`src/rtl/counter_updown_mod_pkg.sv`:
```
// Shared constants, next-state action encoding and parameter legality check
// for the up/down modulo-N counter.
package counter_updown_mod_pkg;

   localparam logic UP          = 1'b0;
   localparam logic DOWN        = 1'b1;
   localparam logic LOAD_ACTIVE = 1'b0;

   typedef enum logic [1:0] {
      ACT_HOLD,
      ACT_COUNT,
      ACT_LOAD,
      ACT_RESET
   } act_e;

   function automatic bit modulus_ok(int width, int modulus);
      return (width >= 2) && (width <= 16) &&
             (modulus >= 2) && (modulus <= (1 << width));
   endfunction

endpackage

```
`src/rtl/counter_updown_mod_tc_detect.sv`:
```
// Terminal-count detector: TERM is MODULUS-1 counting up and 0 counting down.
module counter_updown_mod_tc_detect
   import counter_updown_mod_pkg::*;
#(
   parameter int WIDTH   = 4,
   parameter int MODULUS = 16
) (
   input  logic [WIDTH-1:0] Q,
   input  logic             UD,
   output logic             at_term
);

   localparam logic [WIDTH-1:0] MAX_Q = WIDTH'(MODULUS - 1);

   logic [WIDTH-1:0] term;

   assign term    = (UD == UP) ? MAX_Q : '0;
   assign at_term = (Q == term);

endmodule

```
`src/rtl/counter_updown_mod.sv`:
```
// Parametrised synchronous up/down modulo-N counter with 161-style EP/ET
// enables, cascadable CO and a sticky overflow flag.
module counter_updown_mod
   import counter_updown_mod_pkg::*;
#(
   parameter int WIDTH    = 4,
   parameter int MODULUS  = 16,
   parameter int SATURATE = 0
) (
   input  logic             CP,
   input  logic             CR,
   input  logic             LD,
   input  logic             EP,
   input  logic             ET,
   input  logic             UD,
   input  logic [WIDTH-1:0] D,
   output logic [WIDTH-1:0] Q,
   output logic             CO,
   output logic             OV
);

   localparam logic [WIDTH-1:0] MAX_Q   = WIDTH'(MODULUS - 1);
   localparam logic [WIDTH:0]   MOD_EXT = (WIDTH + 1)'(MODULUS);

   if (!modulus_ok(WIDTH, MODULUS)) begin : g_bad_param
      $error("counter_updown_mod: illegal WIDTH=%0d / MODULUS=%0d", WIDTH, MODULUS);
   end

   logic             at_term;
   logic [WIDTH-1:0] d_sat;
   act_e             act;

   counter_updown_mod_tc_detect #(
      .WIDTH   (WIDTH),
      .MODULUS (MODULUS)
   ) u_tc (
      .Q       (Q),
      .UD      (UD),
      .at_term (at_term)
   );

   // CO stays combinational so a chained stage sees it on the same edge.
   assign CO    = ET & at_term;
   assign d_sat = ({1'b0, D} < MOD_EXT) ? D : MAX_Q;

   always_comb begin
      act = ACT_HOLD;
      if (CR)
         act = ACT_RESET;
      else if (LD == LOAD_ACTIVE)
         act = ACT_LOAD;
      else if (EP & ET)
         act = ACT_COUNT;
   end

   always_ff @(posedge CP) begin
      unique case (act)
         ACT_RESET: begin
            Q  <= '0;
            OV <= 1'b0;
         end
         ACT_LOAD: begin
            Q  <= d_sat;
            OV <= 1'b0;
         end
         ACT_COUNT: begin
            if (at_term) begin
               OV <= 1'b1;
               if (SATURATE == 0)
                  Q <= (UD == DOWN) ? MAX_Q : '0;
            end else begin
               Q <= (UD == DOWN) ? Q - 1'b1 : Q + 1'b1;
            end
         end
         default: ;
      endcase
   end

endmodule

```
`config.mk`:
```
export PLATFORM = sky130hd
export DESIGN_NAME = counter_updown_mod
export DESIGN_NICKNAME = d
export VERILOG_FILES = /design/src/rtl/counter_updown_mod_pkg.sv /design/src/rtl/counter_updown_mod_tc_detect.sv /design/src/rtl/counter_updown_mod.sv
export SDC_FILE = /design/constraint.sdc
export NUM_CORES = 1
export LEC_CHECK = 0
export BUFFER_PORTS_ARGS = -buffer_cell sky130_fd_sc_hd__buf_4
export CORE_AREA = 5 5 42 44
export DETAILED_ROUTE_END_ITERATION = 6
export DIE_AREA = 0 0 47 49
export PLACE_DENSITY = 0.6
export SKIP_CTS_REPAIR_TIMING = 1
export SLEW_MARGIN = 20
export SYNTH_ARGS = -nofsm -noshare
export SYNTH_HDL_FRONTEND = slang
export SYNTH_HIERARCHICAL = 1
export SYNTH_SLANG_ARGS = --single-unit
```
`constraint.sdc`:
```
create_clock -name CP -period 2.2 [get_ports CP]
set_input_delay 0.44 -clock CP [delete_from_list [all_inputs] [get_ports CP]]
set_output_delay 0.44 -clock CP [all_outputs]
set_load 0.02 [all_outputs]
```
Word level (Yosys, flattened, before mapping)
Index checks and enable logic that the tools add are counted.
Widths: inputs -> output; s select.
{"block": "word_totals", "n_memories": 0, "regBits": 5, "latchBits": 0, "rom_bits": 0, "wordCells": 25, "mem_bits_rw": 0}
{"block": "op_classes", "n_addsub": 2, "n_reduce_logical": 4, "magnitude_cmp": 0, "n_mux": 10, "shift": 0, "n_mul": 0, "n_eq_ne": 5, "div_mod_pow": 0, "bitwise_logic": 2}
{"operator": "$mux 4", "count": 4}
{"operator": "$pmux 4 s3", "count": 1}
{"operator": "$add 4x1->4 const B", "count": 1}
{"operator": "$eq 2x2->1 const B", "count": 2}
{"operator": "$eq 4x4->1", "count": 1}
{"operator": "$mux 2", "count": 2}
{"operator": "$sub 4x1->4 const B", "count": 1}
{"operator": "$reduce_bool 3->1", "count": 1}
{"operator": "$and 1x1->1", "count": 2}
{"operator": "$eq 2x1->1 const B", "count": 1}
{"operator": "$mux 1", "count": 2}
{"operator": "$ne 2x2->1 const B", "count": 1}
{"operator": "$pmux 1 s2", "count": 1}
{"operator": "$reduce_and 2->1", "count": 1}
{"operator": "$reduce_bool 2->1", "count": 1}
{"operator": "$reduce_or 2->1", "count": 1}

Logic depth before layout (Yosys ltp)
Gate-level depths: netlist of the first run.
{"block": "depth", "depth_word": 8, "mapped_depth": 5}

Modules after synthesis
Netlist of the first run, hierarchy kept.
{"mod": "counter_updown_mod", "n_inst": 1, "seq_area_each_um2": 150.1, "cells_each": 34, "area_each_um2": 345.3}
{"mod": "counter_updown_mod_tc_detect", "n_inst": 1, "seq_area_each_um2": 0.0, "cells_each": 3, "area_each_um2": 28.8}

Least setup slack after synthesis of the first run
Ideal clock, no wire load.
{"block": "synth_timing", "kind": "register to output", "from": "register Q[0]", "to": "output port CO", "stages_incl_launch_ff": 4, "arrival_time_ns": 1.649, "path_slack_ns": 0.111, "path_buffers": 0, "cell_sequence": "edfxtp_1 or4b_1 mux2i_1 and2_1"}
{"block": "synth_via", "elab_chain_len": 2}
{"element": "start, declared", "line_no": "counter_updown_mod.sv:17", "text": "output logic [WIDTH-1:0] Q,"}
{"element": "start signal, assigned", "line_no": "counter_updown_mod.sv:63", "text": "Q <= d_sat;"}
{"element": "start signal, assigned", "line_no": "counter_updown_mod.sv:70", "text": "Q <= (UD == DOWN) ? MAX_Q : '0;"}
{"element": "start signal, assigned", "line_no": "counter_updown_mod.sv:72", "text": "Q <= (UD == DOWN) ? Q - 1'b1 : Q + 1'b1;"}
{"element": "$eq 4x4->1", "line_no": "counter_updown_mod_tc_detect.sv:18", "text": "assign at_term = (Q == term);"}
{"element": "via at_term", "line_no": "counter_updown_mod.sv:29", "text": "logic at_term;"}
{"element": "$and 1x1->1", "line_no": "counter_updown_mod.sv:43", "text": "assign CO = ET & at_term;"}
{"element": "end, declared", "line_no": "counter_updown_mod.sv:18", "text": "output logic CO,"}
The timed path passes the listed nets, and every way through them passes these cells.

Final worst setup path of the first run
{"block": "layout_timing", "from": "register Q[2]", "to": "output port CO"}
The elaborated chain is that of the path after synthesis.

==> results.yml, run 1 <==
synthesis:
  netlist_area_um2: 374
  ys_seq_area_share_pct: 40.1
  synth_ff_type: "edfxtp_1"
  synth_nets: 50
  yosysTopAreaCellShare_pct: 40.1
  synth_cells: 37
  syn_area_per_cell_um2: 10.1
  async_flop_share_pct: 0
  ys_top_cells_by_area: "edfxtp_1, ha_1, nand2_1, fa_1, o21ai_0"
  synthTopCellsByCount: "nand2_1, edfxtp_1, o21ai_0"
  netlist-cell-type-count: 22
  synth_most_common_cell: "nand2_1"
  yosys_warnings: 6
  synth_edf_count: 5
  synth_top_area_cell: "edfxtp_1"
  synth-seq-cells: 5
global_routing:
  grt_pass1_vias: 370
  grtUsageTotal_pct: 9.82
  antenna_found_initial: 0
  grt.overflow.total: 0
  grt_max_degree: 8
  grt_pass1_wl_mm: 1.56
placement:
  place_ws_ns: 0.205
  io_buffers: 15
  place.gp.congestion: 0.860
  dp_hpwl_um: 790
  placed_cell_area_um2: 522
sta:
  fin_ws_ns: -0.0209
  grt_setup_unrepaired: "yes"
  relSlewSlack_pct: 80.1
  finalHoldViolations: 0
  period_needed_ns: 2.22
  period_share_pct: 101
  tightest_slew_ns: 0.297
  setup_viol_count_final: 1
  maxSlewViolCount: 0
  skew_ns: 0.00843
  fmax_mhz: 450
finish:
  design_area_um2: 579
  antenna_cells: 0
  nNetsFinal: 75
  area_growth_pct: 54.8
  utilization_pct: 41.3
  drive_gt1_share_pct: 45.9
worst_setup_path:
  cp.required_ns: 1.76
  startpoint_type: "flip-flop"
  cp_cell_sequence: "or4b_1 -> mux2i_2 -> and2_1 -> buf_6"
  cp-end-kind: "output port"
  worst_ep_arrival_time_ns: 1.78
  max_stage_delay_ns: 0.55
  slowest_stage: "or4b_1"
  path_class: "flip-flop to output port"
  path_max_fanout: 4
route:
  drt_iter0_markers: 18
  drcViolationCount: 0
  firstDrtPassIters: 5
  wirelength_mm: 1.01
  drtAntennaViolNets: 0
  routed_via_density: 5.03
  vias: 387
  wl_per_cell_um: 13.1
power_and_ir_drop:
  powerDensity_nw_per_um2: 580
  ir_worst_vdd_mv: 0.197
  leakage_nw: 0.263
floorplan:
  rows: 14
  fp.coreArea_um2: 1400
  initial_utilization_pct: 26.7
  die_y_um: 49
  chipWidth_um: 47
  die-area_um2: 2300
  num_io_pins: 16
clock_network:
  clockRootBuffer: "clkbuf_4"
  cts-buffers-inserted: 3
  cts_num_sinks: 5
  htreeDepth: 1
  clkTransAtPathRegs_ns: 0.05
  clockBufferDepth: 2
  clk_latency_ns: 0.25
  cts_tree: "yes"
status:
  violations: "negative setup slack"
  outcome: "finished with violations"
worst_hold_path:
  hold_class: "primary input to flip-flop"
run:
  maxCapViolCount: 0
==> per-stage QoR <==
| stage | hold slack, ns | power [mW] | TNS (ns) | std cells |
|---|---|---|---|---|
| CTS | 0.460 | 0.330 | -0.0331 | 74 |
| global placement | 0.724 | 0.218 | 0 | 70 |
| detailed placement | 0.723 | 0.219 | 0 | 70 |
| floorplan | 0.625 | 0.174 | 0 | 37 |
| finish | 0.465 | 0.336 | -0.0209 | 77 |
| global route | 0.468 | 0.363 | -0.109 | 77 |
==> layout by cell type, fill, tap and decap left out, drive strengths merged <==
| cell type | count |
|---|---|
| and4b | 1 |
| and4 | 1 |
| and2b | 1 |
| or4b | 1 |
| xor2 | 1 |
| fa | 1 |
| a21oi | 1 |
| nand3 | 1 |
| clkbuf | 3 |
| nand4b | 1 |
| xnor2 | 1 |
| nor2 | 3 |
| and2 | 1 |
| mux2i | 1 |
| edfxtp | 5 |
| a211oi | 1 |
| nor2b | 1 |
| o21ai | 5 |
| clkinv | 1 |
| buf | 20 |
| inv | 1 |
| o31ai | 1 |
| ha | 2 |
| nand2 | 6 |
==> path summary, 6_finish.rpt <==
check / startpoint / end / slack, ns / cells after the start
worst max register to register: Q[2] / Q[2] / 0.26 / 5
worst min register to register: Q[0] / Q[0] / 0.88 / 3
worst min-delay path: D[0] / Q[0] / 0.47 / 3
worst max-delay path: Q[2] / CO / -0.02 / 4
==> per-layer routing <==
| metal | GRT usage, % | up-vias | routed length (µm) |
|---|---|---|---|
| li1 | - | 185 | - |
| met1 | 12.5 | 180 | 441 |
| met2 | 13.6 | 20 | 483 |
| met3 | 1.85 | 2 | 76 |
| met4 | 8.29 | 0 | 8 |
| met5 | 0 | - | 0 |
==> worst max-delay path, delay by kind of cell, from the launching register on <==
family / cells / cell delay (ns)
and+or+nand+nor: 2 / 0.74
DFF: 1 / 0.42
muxes: 1 / 0.25
buffers and inverters: 1 / 0.12
==> power by group <==
| part | internal, mW | switching (mW) |
|---|---|---|
| logic | 0.0537 | 0.0509 |
| registers | 0.115 | 0.00873 |
| clock network | 0.0660 | 0.0416 |
==> flip-flops by register name (all words and copies together), names as in the netlist <==
| signal | flops |
|---|---|
| OV | 1 |
| Q | 4 |
==> logic make-up after synthesis <==
group | synth area share, %
AO/OA/AOI/OAI | 13.0
XOR/XNOR | 4.68
adder cells (fa/ha/maj) | 12.0
buffers and inverters | 1.00
flip-flops | 40.1
multiplexers | 2.68
AND/OR/NAND/NOR | 26.4
==> final cells by class <==
cell class                      count  area [µm²]
Inverter                            1        3.75
Multi-Input combinational cell     31         224
Fill cell                         143         822
Clock inverter                      1        5.00
Sequential cell                     5         150
Clock buffer                        3        22.5
Tap cell                           16        20.0
Timing Repair Buffer               20         154
(Power assumes the default switching activity.)
==> run 2: changes to the inputs <==
--- a/config.mk
+++ b/config.mk
@@ -11,6 +11,7 @@
 export DIE_AREA = 0 0 47 49
 export PLACE_DENSITY = 0.6
 export SKIP_CTS_REPAIR_TIMING = 1
+export SKIP_LAST_GASP = 1
 export SLEW_MARGIN = 20
 export SYNTH_ARGS = -nofsm -noshare
 export SYNTH_HDL_FRONTEND = slang
==> run 2 against run 1 <==
The flow still finishes with violations (negative setup slack). Worst hold slack lost 0.0016 ns. Global-route usage is the same. Sequential share of layout area grew 0.17 points. Utilization shrank 0.27 points. Design area shrank 0.65%. Die area is the same. Clock skew is essentially flat. Critical path depth is the same. Critical path type unchanged. Largest power group unchanged.
==> results.yml, run 2 (synthesis results as in run 1) <==
status:
  outcome: "finished with violations"
  violations: "negative setup slack"
route:
  wirelength_mm: 1.03
  wl_per_cell_um: 13.3
  routed_via_density: 5.05
  drt_iter0_markers: 15
  firstDrtPassIters: 5
  drcViolationCount: 0
  drtAntennaViolNets: 0
  vias: 389
global_routing:
  grt.overflow.total: 0
  grt_pass1_vias: 370
  antenna_found_initial: 0
  grtUsageTotal_pct: 9.82
  grt_pass1_wl_mm: 1.56
  grt_max_degree: 8
sta:
  skew_ns: 0.00892
  tightest_slew_ns: 0.285
  setup_viol_count_final: 1
  fin_ws_ns: -0.0260
  fmax_mhz: 449
  finalHoldViolations: 0
  maxSlewViolCount: 0
  period_share_pct: 101
  tns_ns: -0.0260
  relSlewSlack_pct: 80.9
  period_needed_ns: 2.23
  grt_setup_unrepaired: "yes"
clock_network:
  clockBufferDepth: 2
  cts_num_sinks: 5
  cts-buffers-inserted: 3
  clkTransAtPathRegs_ns: 0.05
  clk_latency_ns: 0.25
  htreeDepth: 1
  clockRootBuffer: "clkbuf_4"
  cts_tree: "yes"
worst_setup_path:
  max_stage_delay_ns: 0.55
  r2r_cells: 5
  worst_ep_arrival_time_ns: 1.79
  slowest_stage: "or4b_1"
  cp.depth: 4
  critPathLaunch: "Q[2]"
  path_max_fanout: 4
  r2r_setup_slack_ns: 0.26
  cp-end-kind: "output port"
  startpoint_type: "flip-flop"
  cp-endpoint: "CO"
  path_class: "flip-flop to output port"
  path_delay_family: "simple AND/OR/NAND/NOR gates"
  cp_cell_sequence: "or4b_1 -> mux2i_2 -> and2_1 -> buf_4"
  cp.required_ns: 1.76
  r2r-end: "Q[2]"
  reg2reg_from: "Q[2]"
  critPathBufInv: 1
finish:
  layout_common_cells: "buf_4, nand2_1, edfxtp_1"
  antenna_cells: 0
  largest_register_ffs: 4
  nNetsFinal: 75
  top_regs: "Q x4, OV x1"
  fin_cells: 77
  final_common_cell: "buf_4"
  drive_gt1_share_pct: 45.9
  top_register: "Q"
  fillCellCount: 144
  utilization_pct: 41.1
  area_growth_pct: 53.8
worst_hold_path:
  hold_class: "primary input to flip-flop"
placement:
  place_inst: 70
  io_buffers: 15
  place.gp.congestion: 0.860
  dp_hpwl_um: 790
floorplan:
  rows: 14
  fp.coreArea_um2: 1400
  chipWidth_um: 47
  initial_utilization_pct: 26.7
  die-area_um2: 2300
  num_io_pins: 16
  die_y_um: 49
power_and_ir_drop:
  total_power_mw: 0.336
  leakage_nw: 0.262
  powerDensity_nw_per_um2: 583
  ir_worst_vdd_mv: 0.197
run:
  maxCapViolCount: 0
-- run 2: worst reg2reg max path: cells and delay by family, from the launching register on --
kind / cells / cell delay [ns]
DFF: 1 / 0.42
muxes: 1 / 0.25
and+or+nand+nor: 1 / 0.55
buffers and inverters: 1 / 0.13
AOI/OAI and AO/OA: 2 / 0.33
-- run 2: layout make-up --
class / count / area (µm²) / area share (%)
tap: 16 / 20.0 / 3.48
inverter: 1 / 3.75 / 0.652
clock inverter: 1 / 5.00 / 0.870
multi-input combinational: 31 / 224 / 38.9
sequential: 5 / 150 / 26.1
clock buffer: 3 / 22.5 / 3.91
timing repair buffer: 20 / 150 / 26.1
-- run 2: worst min path at each step --
stage / start / end / depth (start not counted)
CTS: D[0] / Q[0] / 3
detailed placement: D[0] / Q[0] / 3
finish: D[0] / Q[0] / 3
floorplan: D[3] / Q[3] / 2
global placement: D[0] / Q[0] / 3
global route: D[3] / Q[3] / 3
-- run 2: through the flow --
| step | hold slack, ns | setup slack [ns] | cell area (µm²) |
|---|---|---|---|
| 5_1_grt | 0.468 | -0.0753 | 576 |
| 2_1_floorplan | 0.625 | 0.111 | 374 |
| 3_3_place_gp | 0.724 | 0.217 | 522 |
| 4_1_cts | 0.460 | -0.0331 | 549 |
| 6_report | 0.464 | -0.0260 | 576 |
| 3_5_place_dp | 0.723 | 0.205 | 522 |
-- run 2: power breakdown --
group,leakage [nW],internal [mW],switching [mW]
Sequential,0.0559,0.115,0.00871
Clock,0.0177,0.0660,0.0423
Combinational,0.188,0.0531,0.0509
Total,0.262,0.234,0.102
-- run 2: routing by layer --
layer / global-route usage (%) / share of wire (%) / vias up
li1: - / - / 186
met1: 12.5 / 43 / 178
met2: 13.6 / 47 / 23
met3: 1.85 / 8.8 / 2
met4: 8.29 / 0.78 / 0
met5: 0 / 0 / -
